## src/rtl/mna_noc_pkg.sv

```systemverilog
// Shared NoC flit definitions for the master network adapter and flit builders.
package mna_noc_pkg;

    localparam int FLIT_W    = 37;
    localparam int DATA_W    = 32;
    localparam int VC_W      = 3;
    localparam int NODE_W    = 4;
    localparam int ERR_CNT_W = 8;

    // Field bit positions inside a flit
    localparam int TYPE_MSB = 36;
    localparam int TYPE_LSB = 35;
    localparam int VC_MSB   = 34;
    localparam int VC_LSB   = 32;
    localparam int SRC_MSB  = 31;
    localparam int SRC_LSB  = 28;
    localparam int KIND_BIT = 0;

    typedef enum logic [1:0] {
        FLIT_BODY    = 2'b00,
        FLIT_TAIL    = 2'b01,
        FLIT_HEADER  = 2'b10,
        FLIT_ILLEGAL = 2'b11
    } flit_type_e;

    typedef enum logic [1:0] {
        ST_IDLE      = 2'd0,
        ST_WAIT_TAIL = 2'd1,
        ST_R_OUT     = 2'd2,
        ST_B_OUT     = 2'd3
    } rx_state_e;

endpackage

```

## src/rtl/mna_flit_field_decode.sv

```systemverilog
// Pure combinational split of a NoC flit into its fields.
module mna_flit_field_decode
    import mna_noc_pkg::*;
(
    input  logic [FLIT_W-1:0] flit_i,
    output flit_type_e        type_o,
    output logic [VC_W-1:0]   vc_o,
    output logic [NODE_W-1:0] src_o,
    output logic              kind_o,
    output logic [DATA_W-1:0] payload_o
);

    assign type_o    = flit_type_e'(flit_i[TYPE_MSB:TYPE_LSB]);
    assign vc_o      = flit_i[VC_MSB:VC_LSB];
    assign src_o     = flit_i[SRC_MSB:SRC_LSB];
    assign kind_o    = flit_i[KIND_BIT];
    assign payload_o = flit_i[DATA_W-1:0];

endmodule

```

## src/rtl/mna_resp_flit_receiver.sv

```systemverilog
// MNA response receiver: reassembles header/tail response packets from the NoC
// and presents them as one AXI4-Lite R or B beat, flagging protocol errors.
module mna_resp_flit_receiver
    import mna_noc_pkg::*;
(
    input  logic                 clk,
    input  logic                 rst_n,
    input  logic [FLIT_W-1:0]    flit_in,
    input  logic                 flit_valid,
    output logic                 flit_ready,
    output logic [DATA_W-1:0]    rdata,
    output logic [1:0]           rresp,
    output logic                 rvalid,
    input  logic                 rready,
    output logic [1:0]           bresp,
    output logic                 bvalid,
    input  logic                 bready,
    output logic [NODE_W-1:0]    resp_src,
    output logic [VC_W-1:0]      resp_vc,
    output logic                 proto_err,
    output logic [ERR_CNT_W-1:0] err_count
);

    rx_state_e             state_q, state_d;
    logic [NODE_W-1:0]     src_q, src_d;
    logic [VC_W-1:0]       vc_q, vc_d;
    logic                  kind_q, kind_d;
    logic [DATA_W-1:0]     rdata_q, rdata_d;
    logic [1:0]            bresp_q, bresp_d;
    logic                  perr_q, perr_d;
    logic [ERR_CNT_W-1:0]  err_cnt_q, err_cnt_d;

    flit_type_e            f_type;
    logic [VC_W-1:0]       f_vc;
    logic [NODE_W-1:0]     f_src;
    logic                  f_kind;
    logic [DATA_W-1:0]     f_payload;
    logic                  accept;

    mna_flit_field_decode u_decode (
        .flit_i    (flit_in),
        .type_o    (f_type),
        .vc_o      (f_vc),
        .src_o     (f_src),
        .kind_o    (f_kind),
        .payload_o (f_payload)
    );

    // Ready is a pure state decode so the NoC never sees a combinational path
    assign flit_ready = (state_q == ST_IDLE) || (state_q == ST_WAIT_TAIL);
    assign accept     = flit_valid && flit_ready;

    // Next-state and field-capture logic of the packet FSM
    always_comb begin
        state_d = state_q;
        src_d   = src_q;
        vc_d    = vc_q;
        kind_d  = kind_q;
        rdata_d = rdata_q;
        bresp_d = bresp_q;
        perr_d  = 1'b0;
        case (state_q)
            ST_IDLE: begin
                if (accept) begin
                    if (f_type == FLIT_HEADER) begin
                        src_d   = f_src;
                        vc_d    = f_vc;
                        kind_d  = f_kind;
                        state_d = ST_WAIT_TAIL;
                    end else begin
                        perr_d = 1'b1;
                    end
                end
            end
            ST_WAIT_TAIL: begin
                if (accept) begin
                    case (f_type)
                        // A header mid-packet abandons the old packet and restarts
                        FLIT_HEADER: begin
                            perr_d = 1'b1;
                            src_d  = f_src;
                            vc_d   = f_vc;
                            kind_d = f_kind;
                        end
                        FLIT_BODY: begin
                            if (f_vc != vc_q) perr_d = 1'b1;
                        end
                        FLIT_TAIL: begin
                            if (f_vc != vc_q) begin
                                perr_d = 1'b1;
                            end else if (kind_q) begin
                                rdata_d = f_payload;
                                state_d = ST_R_OUT;
                            end else begin
                                bresp_d = f_payload[1:0];
                                state_d = ST_B_OUT;
                            end
                        end
                        default: perr_d = 1'b1;
                    endcase
                end
            end
            ST_R_OUT: if (rready) state_d = ST_IDLE;
            ST_B_OUT: if (bready) state_d = ST_IDLE;
            default:  state_d = ST_IDLE;
        endcase
    end

    // Saturating protocol-error counter
    always_comb begin
        err_cnt_d = err_cnt_q;
        if (perr_d && (err_cnt_q != {ERR_CNT_W{1'b1}})) err_cnt_d = err_cnt_q + ERR_CNT_W'(1);
    end

    // State and captured-field registers
    always_ff @(posedge clk or negedge rst_n) begin
        if (!rst_n) begin
            state_q   <= ST_IDLE;
            src_q     <= '0;
            vc_q      <= '0;
            kind_q    <= 1'b0;
            rdata_q   <= '0;
            bresp_q   <= '0;
            perr_q    <= 1'b0;
            err_cnt_q <= '0;
        end else begin
            state_q   <= state_d;
            src_q     <= src_d;
            vc_q      <= vc_d;
            kind_q    <= kind_d;
            rdata_q   <= rdata_d;
            bresp_q   <= bresp_d;
            perr_q    <= perr_d;
            err_cnt_q <= err_cnt_d;
        end
    end

    assign rvalid    = (state_q == ST_R_OUT);
    assign bvalid    = (state_q == ST_B_OUT);
    assign rdata     = rdata_q;
    assign rresp     = 2'b00;
    assign bresp     = bresp_q;
    assign resp_src  = src_q;
    assign resp_vc   = vc_q;
    assign proto_err = perr_q;
    assign err_count = err_cnt_q;

endmodule
```

## config.mk

```make
export PLATFORM = sky130hd
export DESIGN_NAME = mna_resp_flit_receiver
export DESIGN_NICKNAME = d
export VERILOG_FILES = /design/src/rtl/mna_noc_pkg.sv /design/src/rtl/mna_flit_field_decode.sv /design/src/rtl/mna_resp_flit_receiver.sv
export SDC_FILE = /design/constraint.sdc
export NUM_CORES = 1
export LEC_CHECK = 0
export BUFFER_PORTS_ARGS = -buffer_cell sky130_fd_sc_hd__buf_2
export CORE_ASPECT_RATIO = 0.8
export CORE_MARGIN = 4
export CORE_UTILIZATION = 29
export CTS_BUF_LIST = sky130_fd_sc_hd__clkbuf_8
export DETAILED_ROUTE_END_ITERATION = 8
export GPL_TIMING_DRIVEN = 0
export PLACE_DENSITY_LB_ADDON = 0.05
export SETUP_SLACK_MARGIN = 0.4
export SKIP_CTS_REPAIR_TIMING = 1
export SYNTH_ARGS = -nofsm -noshare
export SYNTH_HDL_FRONTEND = slang
export SYNTH_HIERARCHICAL = 1
export SYNTH_SLANG_ARGS = --single-unit
```

## constraint.sdc

```tcl
create_clock -name clk -period 5.2 [get_ports clk]
set_input_delay 0.78 -clock clk [delete_from_list [all_inputs] [get_ports clk]]
set_output_delay 0.78 -clock clk [all_outputs]
set_load 0.02 [all_outputs]
```

==> results by group <==
Placed design
  – DP Area: between 3000 and 4000 um2
  – Dpl ws: 2780 ps
  – Final GP Congestion: 0.688
  – Detail Placement HPWL: roughly 3700 um
  – Port-buffer cells: 57
  – DP Cell Count: 357

Clocking
  – Number of buffers created by CTS: 5
  – Clock Sinks: 53
  – CTS tree: built
  – Clock-pin slew on the worst setup and hold paths: 100 ps
  – Clock Latency Late Sink: around 300 ps
  – Root Driver: clkbuf_8
  – H-Tree Depth: 2
  – Clock Tree Buf Depth: 2

Yosys
  – Synth warnings: 6
  – Synth top area cells: dfrtp_1 (50%), mux2_4 (17%), buf_4 (13%)
  – Register area share after synthesis: 50.4%
  – Largest area contributor in the netlist: dfrtp_1
  – Area share of the largest cell type after synthesis: approximately 50%
  – Synthesized area: 2630 um2
  – #FFs+latches synth: between 50 and 60
  – Count of cell types in the netlist: 28
  – Syn_area_per_cell: 14.1 um2
  – Gate Count Post-Synth: 187

GRT
  – Vias in the first global route: 1511
  – Largest net degree at the start of global routing: 54
  – Global-route wire length before repair: 8000 um
  – Global route total overflow: 0
  – Overall routing resource usage: 9.47%
  – Initial antenna violation count: 0

Detailed routing
  – Met3 WL: 360 um
  – Met2 Wirelength: roughly 2300 um
  – Via/cell ratio: 4.01
  – DRT iter0 DRCs: 30
  – Vias: 1464
  – Routed Antenna Nets: 0
  – Routed Wire Length: a little over 5000 um
  – Residual DRC: 0
  – Pre-antenna DRT Iters: 4
  – Max Used Layer: met4
  – DR WL/cell: between 10 and 15 um
  – M1 wire length: 2430 um

Final layout
  – Layout cells sized above 1: 63.2%
  – Design Area, Final: 3170 um2
  – Syn-to-layout area delta: 20.2%
  – Most common cell after layout, fill and taps aside: buf_2
  – Non-Filler Instances: 365
  – Final Core Density: 36.5%
  – Final #Nets: between 200 and 300
  – Most frequent cells in the layout: buf_2 (56), dfrtp_1 (53), buf_4 (45), mux2_4 (30), mux2_2 (13)
  – Ant. Diodes: 0

Power and ir drop
  – Max VDD drop: 0.000214 V
  – Logic gate share of total power: 35.4%
  – Power Density: roughly 420 nW/um2
  – Leak: 1.62 nW
  – Power after layout: 1.33 mW
  – Clock network power share: 19.0%
  – Sw Share: about a third
  – Reg power frac: 45.6%
  – Net Sw Power: about 460 uW
  – Int Pwr: 869 uW

Setup path
  – Reg2reg start: resp_vc[1]
  – Req. time, crit path: 5390 ps
  – CP max-delay cell: nor4_2
  – Slowest stage delay, CP: 390 ps
  – CP max FO: 10
  – Element type at the critical path end: register
  – Critical path class: in -> reg
  – Critical Path Start: flit_in[33]
  – Startpoint Class: primary input
  – Cell Chain, Critical Path: buf_4, xor2_1, nor4_2, and3_1, buf_6, buf_12, mux2_4
  – Top delay family on crit path: simple AND/OR/NAND/NOR gates
  – CP Buf/Inv Count: 3
  – Critical Path AT: roughly 2300 ps

Floorplan
  – Std-Cell Rows: 30
  – Core Area: ~8700 um2
  – # IOs: 97
  – Die Y: 93.2 um
  – Die X: 115 um
  – Initial Util: a little under a third
  – Die area: 10700 um2

Timing
  – Tmin final: 2100 ps
  – Slew headroom: 52.3%
  – Fmax: 0.476 GHz
  – Count of final setup violators: 0
  – Part of the cycle the worst path needs: roughly 40%
  – Setup Skew: 12.8 ps
  – Final hold slack: 492 ps
  – Hold Violations, Final: 0
  – Pins Over Slew Limit: 0
  – Final setup TNS: 0 ps
  – RSZ-0062 raised after global routing: no
  – Worst-Margin Slew: slightly above 700 ps
  – Worst Setup Slack, final: 3100 ps

Run status
  – Status: finished clean

Min path
  – Hold Path Class: in -> async

Job
  – Max-cap violations: 0
-- power by group through the flow --
stage	registers, mW	logic [mW]	clock network [mW]
6_report	0.607	0.472	0.253
3_5_place_dp	0.613	0.482	0
5_1_grt	0.626	0.507	0.291
4_1_cts	0.608	0.481	0.271
2_1_floorplan	0.740	0.194	0
3_3_place_gp	0.617	0.480	0
-- worst paths after layout --
path,endpoint,slack (ps),depth (start not counted)
setup / recovery,rdata[26],3100,7
hold / removal,rdata[28],490,1
setup reg to reg,rdata[26],3260,6
hold reg to reg,err_count[5],500,1
max in group asynchronous,err_count[5],4220,1
min in group clk,err_count[5],500,1
-- kinds of logic after synthesis --
logic type / Yosys count / share of synthesized area (%)
AO/OA/AOI/OAI: 3 / 0.951
buffers and inverters: 49 / 15.4
other: 1 / 0.142
multiplexers: 43 / 22.7
XOR/XNOR: 10 / 3.33
flip-flops: 53 / 50.4
AND/OR/NAND/NOR: 27 / 6.65
adder cells (fa/ha/maj): 1 / 0.475
-- synth_stat cells --
cell       instances
nor2b_1            1
buf_12             3
o311ai_0           1
nor4_2             1
nand4bb_1          1
buf_4             44
xnor2_1            6
nor4_1             1
nor3b_2            1
o211ai_1           1
and3_1             3
nor2_1             3
a31o_2             1
nand4_1            3
and2_1             1
nor3_2             1
nand2_1            4
mux2_2            13
inv_1              1
ha_1               1
nand2b_1           3
nand3_1            2
xor2_1             4
dfrtp_1           53
conb_1             1
and4_1             2
buf_6              1
mux2_4            30
-- metal layers --
| metal | vias up | track usage [%] |
|---|---|---|
| li1 | 720 | - |
| met1 | 688 | 13.3 |
| met2 | 52 | 14.3 |
| met3 | 4 | 2.72 |
| met4 | 0 | 2.37 |
| met5 | - | 0 |
-- final cells by class --
cell class,count,area (um2)
Fill cell,857,5510
Inverter,1,3.75
Timing Repair Buffer,57,288
Clock inverter,1,5.00
Clock buffer,7,96.3
Tap cell,112,140
Buffer,48,402
Multi-Input combinational cell,86,905
Sequential cell,53,1330
-- state kept, by name, indices dropped and copies added (netlist names) --
name	count
rdata	32
kind_q	1
bresp	2
state_q	2
resp_src	4
resp_vc	3
err_count	8
proto_err	1
-- worst reg2reg max path, cell delays in order (launching register included) --
cell	delay, ps
dfrtp_1	410
xor2_1	180
nor4_2	390
and3_1	230
buf_6	150
buf_12	160
mux2_4	310
(Power assumes the default switching activity.)
